===== src/rtl/uart_rx_pkg.sv =====
// Shared definitions for the uart_rx_fifo_param receiver.
// The package holds the FSM state encoding, the minimum bit period and the parity helper.
package uart_rx_pkg;

  typedef logic [2:0] state_t;

  localparam state_t IDLE   = 3'd0;
  localparam state_t START  = 3'd1;
  localparam state_t DATA   = 3'd2;
  localparam state_t PARITY = 3'd3;
  localparam state_t STOP   = 3'd4;
  localparam state_t STOP2  = 3'd5;
  localparam state_t PUSH   = 3'd6;
  localparam state_t FERR   = 3'd7;

  // Shortest usable bit period; smaller clk_div values are clamped to this.
  localparam logic [31:0] MIN_CLK_DIV = 32'd2;

  // Expected parity bit for up to 9 data bits (zero-extended); odd=1 selects odd parity.
  function automatic logic calc_parity(input logic [8:0] data, input logic odd);
    return (^data) ^ odd;
  endfunction

endpackage


===== src/rtl/uart_rx_fifo_param_if.sv =====
// Bus-side interface of the UART receiver: FIFO drain, status flags and interrupt.
// master = register/bus block, slave = receiver.
interface uart_rx_fifo_param_if #(
  parameter int DATA_W     = 8,
  parameter int FIFO_DEPTH = 16
);
  localparam int LVL_W = $clog2(FIFO_DEPTH) + 1;

  logic              rd_en;
  logic [DATA_W-1:0] rd_data;
  logic              empty;
  logic              full;
  logic [LVL_W-1:0]  fifo_level;
  logic              err_clr;
  logic              frame_err;
  logic              overrun_err;
  logic              parity_err;
  logic              busy;
  logic              irq;

  modport master (
    output rd_en, err_clr,
    input  rd_data, empty, full, fifo_level, frame_err, overrun_err, parity_err, busy, irq
  );

  modport slave (
    input  rd_en, err_clr,
    output rd_data, empty, full, fifo_level, frame_err, overrun_err, parity_err, busy, irq
  );
endinterface


===== src/rtl/uart_rx_sync_fifo.sv =====
// Synchronous receive FIFO with a registered head word.
// Pointers carry one extra wrap bit so level = wr_ptr - rd_ptr distinguishes full from empty.
// A write while full is accepted only when a read happens in the same cycle.
module uart_rx_sync_fifo #(
  parameter int DATA_W = 8,
  parameter int DEPTH  = 16,
  localparam int AW    = $clog2(DEPTH),
  localparam int LW    = AW + 1
) (
  input  logic              clk,
  input  logic              rst,
  input  logic              wr_en,
  input  logic [DATA_W-1:0] wr_data,
  input  logic              rd_en,
  output logic [DATA_W-1:0] rd_data,
  output logic              empty,
  output logic              full,
  output logic [LW-1:0]     level
);

  logic [DATA_W-1:0] mem_r [DEPTH];
  logic [LW-1:0]     wr_ptr_r;
  logic [LW-1:0]     rd_ptr_r;
  logic [DATA_W-1:0] rd_data_r;
  logic [LW-1:0]     level_s;
  logic [LW-1:0]     rd_ptr_inc_s;
  logic              do_rd_s;
  logic              do_wr_s;

  // Occupancy and qualified read/write strobes.
  always_comb begin
    level_s      = wr_ptr_r - rd_ptr_r;
    rd_ptr_inc_s = rd_ptr_r + {{(LW-1){1'b0}}, 1'b1};
    do_rd_s      = rd_en && (level_s != {LW{1'b0}});
    do_wr_s      = wr_en && ((level_s != LW'(DEPTH)) || do_rd_s);
  end

  // Read and write pointers.
  always_ff @(posedge clk or posedge rst) begin
    if (rst) begin
      wr_ptr_r <= {LW{1'b0}};
      rd_ptr_r <= {LW{1'b0}};
    end else begin
      if (do_wr_s) begin
        wr_ptr_r <= wr_ptr_r + {{(LW-1){1'b0}}, 1'b1};
      end
      if (do_rd_s) begin
        rd_ptr_r <= rd_ptr_inc_s;
      end
    end
  end

  // Storage array; contents are discarded logically by the pointer reset.
  always_ff @(posedge clk) begin
    if (do_wr_s) begin
      mem_r[wr_ptr_r[AW-1:0]] <= wr_data;
    end
  end

  // Registered head: next entry after a pop (bypassing a same-cycle write), or the first write into empty.
  always_ff @(posedge clk or posedge rst) begin
    if (rst) begin
      rd_data_r <= {DATA_W{1'b0}};
    end else if (do_rd_s) begin
      if (do_wr_s && (wr_ptr_r[AW-1:0] == rd_ptr_inc_s[AW-1:0])) begin
        rd_data_r <= wr_data;
      end else begin
        rd_data_r <= mem_r[rd_ptr_inc_s[AW-1:0]];
      end
    end else if (do_wr_s && (level_s == {LW{1'b0}})) begin
      rd_data_r <= wr_data;
    end
  end

  assign rd_data = rd_data_r;
  assign level   = level_s;
  assign empty   = (level_s == {LW{1'b0}});
  assign full    = (level_s == LW'(DEPTH));

endmodule


===== src/rtl/uart_rx_fifo_param.sv =====
// UART receiver with 2-flop rx synchroniser, false-start rejection, receive FIFO,
// sticky error flags and a registered level/error interrupt.
// Optional feature macro: UART_RX_PARITY_EN adds parity_en/parity_odd inputs and a parity bit
// after the data; without it parity_err is constant 0.
module uart_rx_fifo_param
  import uart_rx_pkg::*;
#(
  parameter int DATA_W     = 8,
  parameter int FIFO_DEPTH = 16,
  parameter int IRQ_THRESH = 1
) (
  input  logic        clk,
  input  logic        rst,
  input  logic [31:0] clk_div,
  input  logic        stop2,
  input  logic        rx,
`ifdef UART_RX_PARITY_EN
  input  logic        parity_en,
  input  logic        parity_odd,
`endif
  uart_rx_fifo_param_if.slave bus
);

  localparam int LVL_W = $clog2(FIFO_DEPTH) + 1;
  localparam int BIT_W = $clog2(DATA_W + 1);

  logic              rx_meta_r;
  logic              rx_sync_r;
  state_t            state_r;
  state_t            state_next_s;
  logic [31:0]       cnt_r;
  logic [BIT_W-1:0]  bit_cnt_r;
  logic [DATA_W-1:0] shift_r;
  logic [31:0]       div_r;
  logic              stop2_r;
  logic              par_on_r;
  logic              par_odd_r;
  logic              parity_bad_r;
  logic              frame_err_r;
  logic              overrun_err_r;
  logic              parity_err_r;
  logic              busy_r;
  logic              irq_r;

  logic [31:0]       div_sel_s;
  logic              par_on_s;
  logic              par_odd_s;
  logic              start_det_s;
  logic              half_tick_s;
  logic              bit_tick_s;
  logic              last_bit_s;
  logic              push_s;
  logic              ferr_set_s;
  logic              par_mis_s;
  logic              ovr_set_s;
  logic              fifo_wr_s;
  logic              fifo_empty_s;
  logic              fifo_full_s;
  logic [LVL_W-1:0]  fifo_level_s;
  logic [DATA_W-1:0] fifo_rd_data_s;

  // Run-time parity configuration source.
  always_comb begin
`ifdef UART_RX_PARITY_EN
    par_on_s  = parity_en;
    par_odd_s = parity_odd;
`else
    par_on_s  = 1'b0;
    par_odd_s = 1'b0;
`endif
  end

  // Bit timing: clamp the divider, detect the half-bit and full-bit points.
  always_comb begin
    div_sel_s   = (clk_div < MIN_CLK_DIV) ? MIN_CLK_DIV : clk_div;
    start_det_s = (state_r == IDLE) && !rx_sync_r;
    half_tick_s = (cnt_r == ((div_r >> 1) - 32'd1));
    bit_tick_s  = (cnt_r == (div_r - 32'd1));
    last_bit_s  = (bit_cnt_r == BIT_W'(DATA_W - 1));
  end

  // Two-flop synchroniser on the asynchronous line, preset to idle-high.
  always_ff @(posedge clk or posedge rst) begin
    if (rst) begin
      rx_meta_r <= 1'b1;
      rx_sync_r <= 1'b1;
    end else begin
      rx_meta_r <= rx;
      rx_sync_r <= rx_meta_r;
    end
  end

  // FSM state register.
  always_ff @(posedge clk or posedge rst) begin
    if (rst) begin
      state_r <= IDLE;
    end else begin
      state_r <= state_next_s;
    end
  end

  // FSM next-state logic.
  always_comb begin
    state_next_s = state_r;
    case (state_r)
      IDLE: begin
        if (!rx_sync_r) state_next_s = START;
        else            state_next_s = IDLE;
      end
      START: begin
        if (half_tick_s) state_next_s = rx_sync_r ? IDLE : DATA;
        else             state_next_s = START;
      end
      DATA: begin
        if (bit_tick_s && last_bit_s) state_next_s = par_on_r ? PARITY : STOP;
        else                          state_next_s = DATA;
      end
      PARITY: begin
        if (bit_tick_s) state_next_s = STOP;
        else            state_next_s = PARITY;
      end
      STOP: begin
        if (bit_tick_s) state_next_s = rx_sync_r ? (stop2_r ? STOP2 : PUSH) : FERR;
        else            state_next_s = STOP;
      end
      STOP2: begin
        if (bit_tick_s) state_next_s = rx_sync_r ? PUSH : FERR;
        else            state_next_s = STOP2;
      end
      PUSH: begin
        state_next_s = IDLE;
      end
      FERR: begin
        if (rx_sync_r) state_next_s = IDLE;
        else           state_next_s = FERR;
      end
      default: begin
        state_next_s = IDLE;
      end
    endcase
  end

  // FSM outputs: push, error-set strobes and the FIFO write qualification.
  always_comb begin
    push_s     = (state_r == PUSH) && !parity_bad_r;
    ferr_set_s = ((state_r == STOP) || (state_r == STOP2)) && bit_tick_s && !rx_sync_r;
    par_mis_s  = (state_r == PARITY) && bit_tick_s &&
                 (rx_sync_r != calc_parity(9'(shift_r), par_odd_r));
    ovr_set_s  = push_s && fifo_full_s && !bus.rd_en;
    fifo_wr_s  = push_s && !ovr_set_s;
  end

  // Datapath: bit counter, data shifter and per-frame configuration latch.
  always_ff @(posedge clk or posedge rst) begin
    if (rst) begin
      cnt_r        <= 32'd0;
      bit_cnt_r    <= {BIT_W{1'b0}};
      shift_r      <= {DATA_W{1'b0}};
      div_r        <= MIN_CLK_DIV;
      stop2_r      <= 1'b0;
      par_on_r     <= 1'b0;
      par_odd_r    <= 1'b0;
      parity_bad_r <= 1'b0;
    end else begin
      case (state_r)
        IDLE: begin
          cnt_r        <= 32'd0;
          bit_cnt_r    <= {BIT_W{1'b0}};
          parity_bad_r <= 1'b0;
          if (start_det_s) begin
            div_r     <= div_sel_s;
            stop2_r   <= stop2;
            par_on_r  <= par_on_s;
            par_odd_r <= par_odd_s;
          end
        end
        START: begin
          cnt_r <= half_tick_s ? 32'd0 : cnt_r + 32'd1;
        end
        DATA: begin
          if (bit_tick_s) begin
            cnt_r     <= 32'd0;
            shift_r   <= {rx_sync_r, shift_r[DATA_W-1:1]};
            bit_cnt_r <= bit_cnt_r + {{(BIT_W-1){1'b0}}, 1'b1};
          end else begin
            cnt_r <= cnt_r + 32'd1;
          end
        end
        PARITY: begin
          if (bit_tick_s) begin
            cnt_r        <= 32'd0;
            parity_bad_r <= par_mis_s;
          end else begin
            cnt_r <= cnt_r + 32'd1;
          end
        end
        STOP, STOP2: begin
          cnt_r <= bit_tick_s ? 32'd0 : cnt_r + 32'd1;
        end
        default: begin
          cnt_r <= 32'd0;
        end
      endcase
    end
  end

  // Sticky error flags: a new error in the clearing cycle wins over err_clr.
  always_ff @(posedge clk or posedge rst) begin
    if (rst) begin
      frame_err_r   <= 1'b0;
      overrun_err_r <= 1'b0;
      parity_err_r  <= 1'b0;
    end else begin
      if (ferr_set_s)       frame_err_r <= 1'b1;
      else if (bus.err_clr) frame_err_r <= 1'b0;
      if (ovr_set_s)        overrun_err_r <= 1'b1;
      else if (bus.err_clr) overrun_err_r <= 1'b0;
`ifdef UART_RX_PARITY_EN
      if (par_mis_s)        parity_err_r <= 1'b1;
      else if (bus.err_clr) parity_err_r <= 1'b0;
`else
      parity_err_r <= 1'b0;
`endif
    end
  end

  // Registered busy and interrupt outputs.
  always_ff @(posedge clk or posedge rst) begin
    if (rst) begin
      busy_r <= 1'b0;
      irq_r  <= 1'b0;
    end else begin
      busy_r <= (state_next_s != IDLE);
      irq_r  <= (fifo_level_s >= LVL_W'(IRQ_THRESH)) || frame_err_r || overrun_err_r || parity_err_r;
    end
  end

  uart_rx_sync_fifo #(
    .DATA_W (DATA_W),
    .DEPTH  (FIFO_DEPTH)
  ) u_fifo (
    .clk     (clk),
    .rst     (rst),
    .wr_en   (fifo_wr_s),
    .wr_data (shift_r),
    .rd_en   (bus.rd_en),
    .rd_data (fifo_rd_data_s),
    .empty   (fifo_empty_s),
    .full    (fifo_full_s),
    .level   (fifo_level_s)
  );

  assign bus.rd_data     = fifo_rd_data_s;
  assign bus.empty       = fifo_empty_s;
  assign bus.full        = fifo_full_s;
  assign bus.fifo_level  = fifo_level_s;
  assign bus.frame_err   = frame_err_r;
  assign bus.overrun_err = overrun_err_r;
  assign bus.parity_err  = parity_err_r;
  assign bus.busy        = busy_r;
  assign bus.irq         = irq_r;

endmodule


===== src/flat_wrapper.sv =====
// flat-port wrapper written by rule: the top's interface ports become plain ports
module uart_rx_fifo_param_flat import uart_rx_pkg::*;
#(
  parameter int DATA_W     = 8,
  parameter int FIFO_DEPTH = 16,
  parameter int IRQ_THRESH = 1
)
  (clk, rst, clk_div, stop2, rx, bus_rd_en, bus_err_clr, bus_rd_data, bus_empty, bus_full, bus_fifo_level, bus_frame_err, bus_overrun_err, bus_parity_err, bus_busy, bus_irq);
  uart_rx_fifo_param_if #(.DATA_W(DATA_W), .FIFO_DEPTH(FIFO_DEPTH)) bus_i ();
  input  logic clk;
  input  logic rst;
  input  logic [31:0] clk_div;
  input  logic stop2;
  input  logic rx;
  input wire logic [$bits(bus_i.rd_en)-1:0] bus_rd_en;
  input wire logic [$bits(bus_i.err_clr)-1:0] bus_err_clr;
  output wire logic [$bits(bus_i.rd_data)-1:0] bus_rd_data;
  output wire logic [$bits(bus_i.empty)-1:0] bus_empty;
  output wire logic [$bits(bus_i.full)-1:0] bus_full;
  output wire logic [$bits(bus_i.fifo_level)-1:0] bus_fifo_level;
  output wire logic [$bits(bus_i.frame_err)-1:0] bus_frame_err;
  output wire logic [$bits(bus_i.overrun_err)-1:0] bus_overrun_err;
  output wire logic [$bits(bus_i.parity_err)-1:0] bus_parity_err;
  output wire logic [$bits(bus_i.busy)-1:0] bus_busy;
  output wire logic [$bits(bus_i.irq)-1:0] bus_irq;
  assign bus_i.rd_en = bus_rd_en;
  assign bus_i.err_clr = bus_err_clr;
  assign bus_rd_data = bus_i.rd_data;
  assign bus_empty = bus_i.empty;
  assign bus_full = bus_i.full;
  assign bus_fifo_level = bus_i.fifo_level;
  assign bus_frame_err = bus_i.frame_err;
  assign bus_overrun_err = bus_i.overrun_err;
  assign bus_parity_err = bus_i.parity_err;
  assign bus_busy = bus_i.busy;
  assign bus_irq = bus_i.irq;
  uart_rx_fifo_param #(.DATA_W(DATA_W), .FIFO_DEPTH(FIFO_DEPTH), .IRQ_THRESH(IRQ_THRESH)) u_core (.clk(clk), .rst(rst), .clk_div(clk_div), .stop2(stop2), .rx(rx), .bus(bus_i));
endmodule

===== config.mk =====
export PLATFORM = sky130hd
export DESIGN_NAME = uart_rx_fifo_param_flat
export DESIGN_NICKNAME = d
export VERILOG_FILES = /design/src/rtl/uart_rx_pkg.sv /design/src/rtl/uart_rx_fifo_param_if.sv /design/src/rtl/uart_rx_sync_fifo.sv /design/src/rtl/uart_rx_fifo_param.sv /design/src/flat_wrapper.sv
export SDC_FILE = /design/constraint.sdc
export NUM_CORES = 1
export LEC_CHECK = 0
export CORE_UTILIZATION = 60
export CTS_CLUSTER_SIZE = 12
export DETAILED_ROUTE_END_ITERATION = 6
export HOLD_SLACK_MARGIN = 0.05
export MAX_ROUTING_LAYER = met4
export PLACE_DENSITY = 0.82
export RECOVER_POWER = 50
export SYNTH_ARGS = -nofsm -noshare
export SYNTH_HDL_FRONTEND = slang
export SYNTH_HIERARCHICAL = 1
export SYNTH_SLANG_ARGS = --single-unit
export TNS_END_PERCENT = 5

===== constraint.sdc =====
create_clock -name clk -period 8.27 [get_ports clk]
set_input_delay 2.0675 -clock clk [delete_from_list [all_inputs] [get_ports clk]]
set_output_delay 2.0675 -clock clk [all_outputs]
set_load 0.1 [all_outputs]

==> flow_summary_export.csv, run 1 <==
group,metric,value,unit
status,outcome,"complete, but fails checks",
status,failed_checks,"capacitance limit, slew limit",
grt,grt_use_met1,37.70,%
logic_synthesis,ys.flop_type,"edfxtp_1",
clocking,cts_setup_buffers,0,
grt,first_global_vias,8654,
timing,fmax,0.1482,GHz
grt,met3_usage,3.323,%
logic_synthesis,synth.area.top_cells,"edfxtp_1, dfrtp_1, mux4_2, xnor2_1, xor2_1",
final_layout,areaGrowthSynthToFinish,11.13,%
timing,hold_viol,0,
place,hpwl,20630,µm
final_layout,final-seq-area,6476,µm²
clocking,root_buffer,"clkbuf_16",
setup_path,critPathRequiredTime,6200,ps
final_layout,diodes,0,
route,drt_wl_total,30070,µm
min_path,min_to,"u_core/rx_sync_r",
timing,rsz0062_at_grt,"false",
setup_path,critPathKind,"register to output pin",
timing,period_share,81.61,%
min_path,hold_depth,0,
clocking,clock_sinks,233,
final_layout,stdcell_count,1349,
route,wire_per_inst,22.29,µm
clocking,cts_hold_buf,0,
clocking,clkTransAtPathRegs,60,ps
floorplan,coreArea,20430,µm²
pwr,p_leak,5.288,nW
logic_synthesis,avgSynthCellArea,12.17,µm²
logic_synthesis,yosysTopAreaCell,"edfxtp_1",
floorplan,die-area,21610,µm²
timing,fin_hold_ws,356.5,ps
logic_synthesis,synth_top_area_share,30.47,%
logic_synthesis,synth_warnings,6,
pwr,ir_worst_vdd,0.1563,mV
clocking,numCtsBuffers,25,
logic_synthesis,ys_seq_area_share,51.32,%
pwr,p_per_area,231.2,nW/µm²
flow_run,cap_violations,1,
grt,busiest_layer,"met2",
floorplan,num_rows,52,
route,drcViolationCount,0,
final_layout,n_fill_cell,1452,
timing,finalMaxSlewViolations,76,
min_path,holdCritPathClass,"register to register",
clocking,h-tree-depth,1,
logic_synthesis,synth_cell_types,84,
setup_path,reg2reg_to,"u_core/u_fifo/rd_data[2]",
route,viasPerCell,6.546,
timing,max_slew_margin,-165.8,%
grt,antenna_found_initial,0,
clocking,cts_tree,"built",
route,drt-initial-drc-count,715,
clocking,cts.path.max_buffers,3,
timing,skew,10.81,ps
setup_path,cp.arrival,4680,ps
setup_path,r2r_slack,3230,ps
place,io_buffers,56,
timing,period_minus_slack,6749,ps
timing,fin_setup_tns,0,ps
route,vias,8830,
place,dp_cells,1303,
final_layout,multiInputGateArea,5662,µm²
floorplan,ios,58,
logic_synthesis,async_flop_share,45.06,%
timing,layout_setup_ws,1521,ps
logic_synthesis,ys_top_cells_by_count,"edfxtp_1, dfrtp_1, xnor2_1",
route,ant_nets,0,
grt,grt_pass1_wl,48430,µm
logic_synthesis,synth_area,12620,µm²
final_layout,fin_nets,1112,
logic_synthesis,synth_edf_count,128,
grt,grt_max_degree,76,
min_path,min-delay-start,"u_core/rx_meta_r",
setup_path,worstSetupEndpointType,"output pin",
final_layout,layout-drive-gt1-share,16.87,%
setup_path,r2r-start,"u_core/u_fifo/rd_ptr_r[0]",
logic_synthesis,synthCells,1037,
route,firstDrtPassIters,7,
grt,grt_usage,29.67,%
setup_path,reg2reg_depth,13,
floorplan,die_h,147.0,µm
logic_synthesis,syn_nets,1089,
clocking,cts_resized,0,
clocking,clkLatencyLatePin,530,ps
logic_synthesis,synth-seq-cells,233,
setup_path,crit_path_max_fanout,36,
logic_synthesis,yosysMostFrequentCell,"edfxtp_1",
place,place_ws,2436,ps
floorplan,initial_core_util,61.75,%
timing,worst_pin_slew,3988,ps
floorplan,fp.dieW,147.0,µm
place,gp_congestion,0.9939,
grt,grt_overflow,0,
grt,grtUsageMet2,49.24,%
setup_path,worstSetupStartpointType,"register",
timing,setup_viol,0,
[logic make-up after synthesis]
logic type,Yosys count,synth area share (%)
and+or+nand+nor,353,16.28
DFF,233,51.32
xor gates and xnor gates,129,9.293
AOI/OAI and AO/OA,120,7.012
buffers and inverters,106,3.848
muxes,81,10.77
adders and majority gates,14,1.448
other,1,0.02972
[state kept, by name, summed over array words and instances (netlist names), 3 cells and up]
| name | flops |
|---|---|
| u_core/state_r | 3 |
| u_core/u_fifo/rd_data | 8 |
| u_core/shift_r | 8 |
| u_core/cnt_r | 32 |
| u_core/u_fifo/rd_ptr_r | 5 |
| u_core/bit_cnt_r | 4 |
| u_core/u_fifo/wr_ptr_r | 5 |
| u_core/div_r | 32 |
| u_core/u_fifo/mem_r | 128 |
[layout make-up]
type | count | share of cell area (%)
tap | 270 | 2.410
multi-input combinational | 698 | 40.38
clock inverter | 7 | 0.7318
clock buffer | 39 | 4.909
inverter | 38 | 1.026
timing repair buffer | 64 | 4.346
sequential | 233 | 46.19
[where the power goes]
part           internal [mW]  switching (mW)  total [mW]
combinational          0.302           0.557       0.859
clock                  0.637           0.449        1.09
sequential              1.25          0.0475        1.30
total                   2.19            1.05        3.24
[worst max-delay path by stage]
| stage | start | end | slack [ps] |
|---|---|---|---|
| after global placement | u_core/u_fifo/rd_ptr_r[0] | bus_empty | 2480 |
| after global routing | rst | u_core/cnt_r[1] | 1110 |
| after detailed placement | u_core/u_fifo/rd_ptr_r[0] | bus_full | 2440 |
| after floorplan | u_core/u_fifo/wr_ptr_r[0] | bus_full | 1700 |
| after CTS | u_core/u_fifo/rd_ptr_r[0] | bus_full | 1860 |
| final | u_core/u_fifo/rd_ptr_r[0] | bus_empty | 1520 |
[metrics by stage]
step,power [mW],cell area [µm²],utilization (%)
2_1_floorplan,2.015,12620,-
3_3_place_gp,2.169,13250,64.84
3_5_place_dp,2.180,13250,64.84
4_1_cts,3.270,14040,68.71
5_1_grt,3.358,14020,68.62
6_report,3.241,14020,68.62
[critical path, stage by stage, from the launching register on]
cell             delay, ps
dfrtp_2                330
buf_4                  540
ha_1                   280
inv_1                   50
fa_1                   490
nor3b_1                270
nand4b_2               210
a2bb2oi_1              180
clkbuf_1               530
clkdlybuf4s50_1       1260
[layout by cell type (no fill, tap or decap), drive strengths merged, types with 6 or more instances in the layout]
cell and n:
ha 13, inv 38, nand4 29, or4 8
nand2b 7, clkbuf 42, or3 15, nand3 34
nand3b 7, nand2 46, xor2 55, a221oi 9
nor4 36, and3 21, a21oi 19, mux2 38
o21ai 26, a211oi 7, clkdlybuf4s50 23, nor3 32
edfxtp 128, nor2b 11, o211ai 7, or2 11
dlygate4sd3 33, xnor2 72, dfrtp 102, mux4 40
o31ai 6, a31oi 6, nor2 69
[metal layers]
layer,wire length [µm],part of all wire (%)
met5,0,0
met4,1100,3.7
met3,1733,5.8
met2,15240,51
met1,12000,40
(Power assumes the default switching activity.)
==> run 2, diff against run 1 <==
- clock period: 8.27 -> 7 ns (I/O delays scaled with it)
==> run 2 against run 1 <==
The run still ends with capacitance limit, slew limit left. Wire length grew 2.0%. First-iteration DRC count grew 11%. Final area is essentially flat. Non-clock buffer count grew 1. Sequential share of layout area is essentially flat. Count of clock-buffer cells in the layout shrank 3. Power grew 18%. Worst hold slack gained 2.5 ps. Clock skew grew 9.0 ps. Sequential cell count is the same. Critical path depth is the same. Critical endpoint unchanged. Largest cell class unchanged. Largest power group unchanged.
==> flow_summary_export.csv, run 2 (synthesis results as in run 1) <==
group,metric,value,unit
status,outcome,"complete, but fails checks",
status,failed_checks,"capacitance limit, slew limit",
timing,finalMaxSlewViolations,90,
setup_path,slowest_stage,"clkdlybuf4s50_1",
final_layout,fin_nets,1113,
min_path,holdCritPathClass,"register to register",
floorplan,die_h,147.0,µm
pwr,p_per_area,272.0,nW/µm²
final_layout,diodes,0,
timing,worst_pin_slew,2678,ps
timing,skew,19.78,ps
clocking,cts_resized,0,
setup_path,r2r-start,"u_core/div_r[0]",
timing,layout_setup_ws,979.9,ps
clocking,clkTransAtPathRegs,60,ps
timing,period_share,86.00,%
setup_path,r2r_slack,2490,ps
clocking,h-tree-depth,1,
timing,hold_viol,0,
floorplan,num_rows,52,
place,gp_congestion,0.9542,
setup_path,worstSetupStartpointType,"register",
route,viasPerCell,6.510,
route,vias,8788,
grt,grt_pass1_wl,48540,µm
floorplan,ios,58,
final_layout,stdcell_area,14010,µm²
final_layout,final_cell_mix,"edfxtp_1, dfrtp_1, xnor2_1, xor2_1, nand2_1",
min_path,min-delay-start,"u_core/rx_meta_r",
setup_path,worstSetupEndpointType,"output pin",
setup_path,critPathKind,"register to output pin",
floorplan,coreArea,20430,µm²
timing,setup_viol,0,
timing,max_slew_margin,-78.55,%
route,drt-initial-drc-count,796,
clocking,clkLatencyLatePin,530,ps
min_path,min_to,"u_core/rx_sync_r",
final_layout,layout-drive-gt1-share,17.04,%
grt,grt_max_degree,52,
setup_path,cp_cell_sequence,"inv_1 -> ha_1 -> inv_1 -> fa_1 -> nand3b_1 -> a211o_1 -> a2bb2oi_1 -> clkbuf_1 -> clkdlybuf4s50_1",
timing,fin_setup_tns,0,ps
final_layout,largest_reg_flops,128,
clocking,clock_sinks,233,
pwr,p_leak,5.298,nW
setup_path,critical_path_buf_inv_count,4,
clocking,cts_tree,"built",
final_layout,stdcell_count,1350,
place,place_ws,1951,ps
flow_run,cap_violations,2,
setup_path,reg2reg_to,"u_core/bit_cnt_r[3]",
pwr,ir_worst_vdd,0.1809,mV
place,dp_cells,1304,
route,drt_wl_total,30660,µm
route,drcViolationCount,0,
grt,first_global_vias,8622,
place,hpwl,21340,µm
clocking,root_buffer,"clkbuf_16",
timing,period_minus_slack,6020,ps
floorplan,initial_core_util,61.75,%
timing,rsz0062_at_grt,"false",
setup_path,critPathRequiredTime,5250,ps
clocking,numCtsBuffers,25,
route,wire_per_inst,22.71,µm
timing,fmax,0.1661,GHz
setup_path,crit_family,"buffers and inverters",
grt,antenna_found_initial,0,
clocking,cts_setup_buffers,0,
final_layout,layout_commonest_cell,"edfxtp_1",
clocking,cts.path.max_buffers,3,
setup_path,crit_path_max_fanout,15,
setup_path,cp.arrival,4270,ps
grt,grt_usage,30.23,%
final_layout,fin_util,68.56,%
setup_path,crit_path_frequent_cell,"inv_1",
setup_path,reg2reg_depth,11,
clocking,cts_hold_buf,0,
floorplan,die-area,21610,µm²
final_layout,areaGrowthSynthToFinish,11.02,%
min_path,hold_depth,0,
route,ant_nets,0,
route,firstDrtPassIters,5,
setup_path,critPathMaxStageDelay,1260,ps
floorplan,fp.dieW,147.0,µm
place,placed_area,13250,µm²
grt,grt_overflow,0,
place,io_buffers,56,
==> run 2: cell count changes in the layout (fill, tap and decap cells not counted), sizes merged <==
cell | before | now
buf | 5 | 7
clkbuf | 42 | 38
clkinv | 2 | 7
clkinvlp | 3 | 1
==> run 2: worst reg2reg max path, delay by kind of cell, from the launching register on <==
family | cells | cell delay, ps
flops | 1 | 510
buf+inv | 1 | 140
simple gates | 7 | 3000
fa+ha+maj | 1 | 250
compound gates | 2 | 520
==> run 2: power by group <==
group | switching, mW | internal [mW]
clock network | 0.520 | 0.734
registers | 0.0572 | 1.48
logic | 0.665 | 0.357
total | 1.24 | 2.57
==> run 2: area by class of cell <==
type / count / area, µm²
Clock inverter: 10 / 98.84
Timing Repair Buffer: 65 / 620.6
Multi-Input combinational cell: 698 / 5662
Clock buffer: 36 / 666.9
Fill cell: 1441 / 6424
Tap cell: 270 / 337.8
Sequential cell: 233 / 6476
Inverter: 38 / 143.9
==> run 2: how the worst max path moves through the flow <==
stage | start | to | depth (start not counted)
2_1_floorplan | u_core/u_fifo/wr_ptr_r[0] | bus_full | 7
3_3_place_gp | u_core/u_fifo/wr_ptr_r[0] | bus_empty | 9
3_5_place_dp | u_core/u_fifo/wr_ptr_r[0] | bus_empty | 9
4_1_cts | u_core/u_fifo/wr_ptr_r[0] | bus_full | 8
5_1_grt | u_core/u_fifo/wr_ptr_r[0] | bus_empty | 9
6_report | u_core/u_fifo/wr_ptr_r[0] | bus_empty | 9
==> run 2: per-layer routing <==
| layer | share of wire [%] | GRT usage (%) |
|---|---|---|
| met5 | 0 | - |
| met3 | 5.6 | 3.292 |
| met4 | 3.5 | 10.77 |
| met1 | 39 | 36.83 |
| met2 | 52 | 52.39 |
==> run 2: per-stage QoR <==
step / power (mW) / hold slack, ps
floorplan: 2.381 / 345.2
global route: 3.934 / 365.2
finish: 3.809 / 359.1
CTS: 3.838 / 361.5
global placement: 2.570 / 345.7
detailed placement: 2.580 / 352.7
